==> config.mk <==
export PLATFORM = sky130hd
export DESIGN_NAME = default_block_dma_packetizer
export DESIGN_NICKNAME = d
export VERILOG_FILES = /design/src/rtl/default_block_dma_packetizer.sv
export SDC_FILE = /design/constraint.sdc
export NUM_CORES = 1
export LEC_CHECK = 0
export ABC_AREA = 1
export CAP_MARGIN = 20
export CORE_MARGIN = 8
export CORE_UTILIZATION = 40
export CTS_BUF_LIST = sky130_fd_sc_hd__clkbuf_2 sky130_fd_sc_hd__clkbuf_4 sky130_fd_sc_hd__clkbuf_8
export CTS_CLUSTER_DIAMETER = 50
export CTS_CLUSTER_SIZE = 20
export DETAILED_ROUTE_END_ITERATION = 8
export GPL_ROUTABILITY_DRIVEN = 1
export PLACE_DENSITY = 0.74
export SLEW_MARGIN = 0
export SYNTH_ARGS = -nofsm -noshare
export SYNTH_HDL_FRONTEND = slang
export SYNTH_SLANG_ARGS = --single-unit
==> constraint.sdc <==
create_clock -name clk -period 14.73 [get_ports clk]
set_input_delay 2.946 -clock clk [delete_from_list [all_inputs] [get_ports clk]]
set_output_delay 2.946 -clock clk [all_outputs]
set_load 0.1 [all_outputs]
==> src/rtl/default_block_dma_packetizer.sv <==
// Frames the 64-bit sample/tag stream into DMA packets: m_last after cfg_packet_len words
// or on any tag word, through a registered output stage with a one-entry skid buffer.
module default_block_dma_packetizer #(
  parameter int DWIDTH    = 64,
  parameter int LEN_WIDTH = 16,
  parameter int CNT_WIDTH = 32
) (
  input  logic                 clk,
  input  logic                 reset,
  input  logic                 cfg_enable,
  input  logic [LEN_WIDTH-1:0] cfg_packet_len,
  input  logic                 s_valid,
  output logic                 s_ready,
  input  logic [DWIDTH-1:0]    s_data,
  input  logic                 s_tag_valid,
  input  logic [6:0]           s_tag_type,
  output logic                 m_valid,
  input  logic                 m_ready,
  output logic [DWIDTH-1:0]    m_data,
  output logic                 m_tag_valid,
  output logic [6:0]           m_tag_type,
  output logic                 m_last,
  output logic [CNT_WIDTH-1:0] stat_packets,
  output logic [CNT_WIDTH-1:0] stat_tags,
  output logic                 busy
);

  // Handshake: a word moves on a side only in a cycle where that side's valid and ready
  // are both high; once m_valid rises, m_valid and all m_* fields hold until m_ready.

  logic                 s_ready_q;
  logic                 m_valid_q;
  logic [DWIDTH-1:0]    m_data_q;
  logic                 m_tag_q;
  logic [6:0]           m_type_q;
  logic                 m_last_q;

  logic                 skid_full_q;
  logic                 skid_full_d;
  logic [DWIDTH-1:0]    skid_data_q;
  logic                 skid_tag_q;
  logic [6:0]           skid_type_q;
  logic                 skid_last_q;

  logic [LEN_WIDTH-1:0] word_cnt_q;
  logic [LEN_WIDTH-1:0] len_q;
  logic [CNT_WIDTH-1:0] stat_pkt_q;
  logic [CNT_WIDTH-1:0] stat_tag_q;

  logic                 in_xfer;
  logic                 out_xfer;
  logic                 out_free;
  logic [LEN_WIDTH-1:0] len_eff;
  logic [LEN_WIDTH-1:0] cur_len;
  logic                 last_in;

  always_comb begin
    in_xfer  = s_valid & s_ready_q;
    out_xfer = m_valid_q & m_ready;
    out_free = ~m_valid_q | m_ready;
    len_eff  = (cfg_packet_len == '0) ? LEN_WIDTH'(1) : cfg_packet_len;
    // The first word of a packet sees the live length; later words use the latched one.
    cur_len  = (word_cnt_q == '0) ? len_eff : len_q;
    last_in  = cfg_enable & (s_tag_valid | (word_cnt_q == cur_len - LEN_WIDTH'(1)));
    // s_ready is held low while the skid is full, so input and skid drain never coincide.
    if (out_free) skid_full_d = 1'b0;
    else          skid_full_d = skid_full_q | in_xfer;
  end

  always_ff @(posedge clk or posedge reset) begin
    if (reset) begin
      s_ready_q   <= 1'b0;
      m_valid_q   <= 1'b0;
      m_data_q    <= '0;
      m_tag_q     <= 1'b0;
      m_type_q    <= '0;
      m_last_q    <= 1'b0;
      skid_full_q <= 1'b0;
      skid_data_q <= '0;
      skid_tag_q  <= 1'b0;
      skid_type_q <= '0;
      skid_last_q <= 1'b0;
      word_cnt_q  <= '0;
      len_q       <= '0;
      stat_pkt_q  <= '0;
      stat_tag_q  <= '0;
    end else begin
      s_ready_q   <= ~skid_full_d;
      skid_full_q <= skid_full_d;

      if (out_free) begin
        if (skid_full_q) begin
          m_valid_q <= 1'b1;
          m_data_q  <= skid_data_q;
          m_tag_q   <= skid_tag_q;
          m_type_q  <= skid_type_q;
          m_last_q  <= skid_last_q;
        end else if (in_xfer) begin
          m_valid_q <= 1'b1;
          m_data_q  <= s_data;
          m_tag_q   <= s_tag_valid;
          m_type_q  <= s_tag_type;
          m_last_q  <= last_in;
        end else begin
          m_valid_q <= 1'b0;
        end
      end else if (in_xfer) begin
        skid_data_q <= s_data;
        skid_tag_q  <= s_tag_valid;
        skid_type_q <= s_tag_type;
        skid_last_q <= last_in;
      end

      // Dropping enable abandons any partial packet.
      if (!cfg_enable) begin
        word_cnt_q <= '0;
      end else if (in_xfer) begin
        if (word_cnt_q == '0) len_q <= len_eff;
        word_cnt_q <= last_in ? '0 : word_cnt_q + LEN_WIDTH'(1);
      end

      if (out_xfer && cfg_enable) begin
        if (m_last_q) stat_pkt_q <= stat_pkt_q + CNT_WIDTH'(1);
        if (m_tag_q)  stat_tag_q <= stat_tag_q + CNT_WIDTH'(1);
      end
    end
  end

  assign s_ready      = s_ready_q;
  assign m_valid      = m_valid_q;
  assign m_data       = m_data_q;
  assign m_tag_valid  = m_tag_q;
  assign m_tag_type   = m_type_q;
  assign m_last       = m_last_q;
  assign stat_packets = stat_pkt_q;
  assign stat_tags    = stat_tag_q;
  assign busy         = (word_cnt_q != '0);

endmodule

==> results.ini <==
[run_status]
outcome=finished, final reports clean

[synthesis]
synthArstFlopShare_pct=100.0
synth_seq_cells=245
synth_enable_flop_cells=0
post_synth.cell_area_avg_sq_um=9.105
synthDominantAreaCellType=sky130_fd_sc_hd__dfrtp_1
synthesis.nets=1378
cell_types_with_the_largest_area_share_after_synthesis=sky130_fd_sc_hd__dfrtp_1, sky130_fd_sc_hd__nand2_1, sky130_fd_sc_hd__mux2_2
post-synth-top-area-fraction_pct=52.60
post_synth_instance_area_sq_mm=0.01165
ys_dominant_reg_cell=sky130_fd_sc_hd__dfrtp_1
netlist_instances=1280
synth_seq_area_share_pct=52.60
number_of_synthesis_warnings=0
post-synth-top-count-cell=sky130_fd_sc_hd__nand2_1
netlist_top_cells_count=sky130_fd_sc_hd__nand2_1, sky130_fd_sc_hd__dfrtp_1, sky130_fd_sc_hd__nor2_1
yosysUniqueCellTypes=41

[sta]
timing.setup.tns_ns=0
fin_skew_ns=0.01958
final.period_utilization_pct=40.45
maxSlewHeadroom_pct=28.56
worst_slack_ns=8.771
timing_worst_slew_pin_value_ns=1.068
report.final.setup_viol=0
final_max_slew_viol_count=0
timing.final.crit_period_ns=5.959
max_freq_mhz=167.8
report.final.hold_viol_count=0
rsz_0062_raised_after_global_routing=no

[placement]
dp_cells=1854
hpwlAfterDp_mm=21.16
globalplace.congestion=0.8822
io_buffers=232
dp_worst_setup_slack_ns=8.793

[worst_setup_path]
critical_path_peak_fanout=4
critical_path_arrival_ns=3.01
worst-endpoint-required_ns=11.78
critical_path.cell_chain=inv_1, ha_1, nand2_1, nor2_1, nand2_1, nor2_1, inv_1, clkdlybuf4s50_1
worst_path_max_delay_cell=sky130_fd_sc_hd__clkdlybuf4s50_1
worst_r2r_path_depth=22
critical-path-top-delay-family=buffers and inverters
startpoint_type=register
criticalPathCategory=register to primary output
worst-path-buf-inv=3
critPathMaxStageDelay_ns=0.98
critical_path.endpoint_type=primary output
cp.depth=8

[pwr]
power.density_mw_per_mm2=167.1
leakage_nw=6.832
vdd.ir_drop.worst_mv=0.1215
power.total_mw=2.524

[finish]
finalNonFillerCells=1912
nNetsFinal=1602
num_antenna_cells=0
post_route_cells_drive_above_1_share_pct=12.83
fillerInstances=2635
area.growth.synth_to_final_pct=29.64
final_core_util_pct=52.64

[clock_tree]
root_driver=sky130_fd_sc_hd__clkbuf_8
cts_setup_buffers=0
cts.sinks=245
h_tree_level_count=1
clock_tree_from_tritoncts=yes
cts.hold.buffers_added=0
worst_setup_hold_path_clk_slew_ns=0.08
cts_inserted_buffers=31
clkLatencyLatePin_ns=0.60
ctsLongestPathBuffers=3
post_cts_sizing=0

[drt]
drt-total-wl_mm=30.36
detail_route.vias_per_cell=4.928
post-route-drc-count=0
wire_per_inst_microns=15.88
num_vias=9423
drt_pre_antenna_iters=5
postRouteAntennaNets=0
drt_iter0_drcs=481

[worst_hold_path]
worstHoldPathType=register to register
holdPathStages=2

[grt]
grt_antenna_before_repair=1
first_global_vias=9640
overall_global_routing_resource_usage_pct=17.16
grt_first_pass_wirelength_mm=50.34
gr-total-overflow=0
grt_max_degree=124

[floorplanning]
die_y_microns=186.7
initial_cell_density_of_the_core_pct=40.61
core_region_area_sq_mm=0.02870
die_w_microns=186.7
row_count=62
ios=233
die_area_sq_mm=0.03486

[job]
max_cap_violations=0

-- power by group --
group / internal [mW] / switching (mW)
clock: 0.298 / 0.302
combinational: 0.265 / 0.747
sequential: 0.825 / 0.0884
-- flip-flops by register name (all words and copies together) (netlist names), 7 cells and up --
| name | cells |
|---|---|
| m_data | 64 |
| skid_data_q | 64 |
| stat_packets | 32 |
| stat_tags | 32 |
| len_q | 16 |
| word_cnt_q | 16 |
| m_tag_type | 7 |
| skid_type_q | 7 |
-- worst min-delay path: stages, from the launching register on --
cell and delay, ns:
sky130_fd_sc_hd__dfrtp_1 0.35, sky130_fd_sc_hd__nand2_1 0.05, sky130_fd_sc_hd__nand2_1 0.05
-- path summary, 6_finish.rpt --
check | startpoint | end | slack [ns]
min in group asynchronous | reset | stat_packets[30] | 2.95
max | word_cnt_q[0] | busy | 8.77
min reg2reg | len_q[13] | len_q[13] | 0.48
min | len_q[13] | len_q[13] | 0.48
max reg2reg | word_cnt_q[0] | word_cnt_q[13] | 10.97
max in group asynchronous | reset | m_data[29] | 10.31
-- kinds of logic (layout without fill, tap and decap cells) --
group                      Yosys count  after routing  share of synthesized area (%)
xor gates and xnor gates            75             75                          5.636
muxes                               71             71                          6.860
and+or+nand+nor                    625            625                          22.95
DFF                                245            245                          52.60
buffers and inverters              146            394                          4.960
AOI/OAI and AO/OA                  113            113                          6.452
adders and majority gates            5              5                         0.5368
-- layer usage --
metal / global-route usage [%] / wire, microns
met1: 20.34 / 12560
met2: 28.50 / 14180
met4: 4.612 / 769
met5: 0 / 13
met3: 6.972 / 2838
-- cell type report --
| class | count | area, sq um | area share [%] |
|---|---|---|---|
| Inverter | 98 | 377.9 | 2.501 |
| Tap cell | 384 | 480.5 | 3.180 |
| Clock inverter | 24 | 330.3 | 2.186 |
| Clock buffer | 33 | 447.9 | 2.965 |
| Sequential cell | 245 | 6132 | 40.58 |
| Timing Repair Buffer | 239 | 2387 | 15.80 |
| Multi-Input combinational cell | 889 | 4954 | 32.78 |
-- cells in the final DEF, fill, tap and decap left out, types with 12 or more instances in the layout --
cell type | synthesis | final
sky130_fd_sc_hd__nand2_2 | 15 | 15
sky130_fd_sc_hd__mux2_2 | 71 | 71
sky130_fd_sc_hd__o21ai_0 | 15 | 15
sky130_fd_sc_hd__clkdlybuf4s50_1 | 0 | 232
sky130_fd_sc_hd__nand3_1 | 56 | 56
sky130_fd_sc_hd__nand2_1 | 339 | 338
sky130_fd_sc_hd__xnor2_1 | 24 | 24
sky130_fd_sc_hd__inv_1 | 90 | 88
sky130_fd_sc_hd__xor2_1 | 51 | 51
sky130_fd_sc_hd__nor3_1 | 13 | 13
sky130_fd_sc_hd__a31oi_1 | 71 | 71
sky130_fd_sc_hd__dfrtp_1 | 245 | 244
sky130_fd_sc_hd__nand4_1 | 12 | 12
sky130_fd_sc_hd__clkbuf_8 | 0 | 32
sky130_fd_sc_hd__nor2_1 | 156 | 156
-- per-stage QoR --
stage | instance area, sq um | hold WS (ns)
finish | 15110 | 0.4790
global route | 15110 | 0.4895
CTS | 15090 | 0.4863
detailed placement | 14310 | 0.4653
global placement | 14310 | 0.4621
floorplan | 11650 | 0.4492
(Power assumes the default switching activity.)
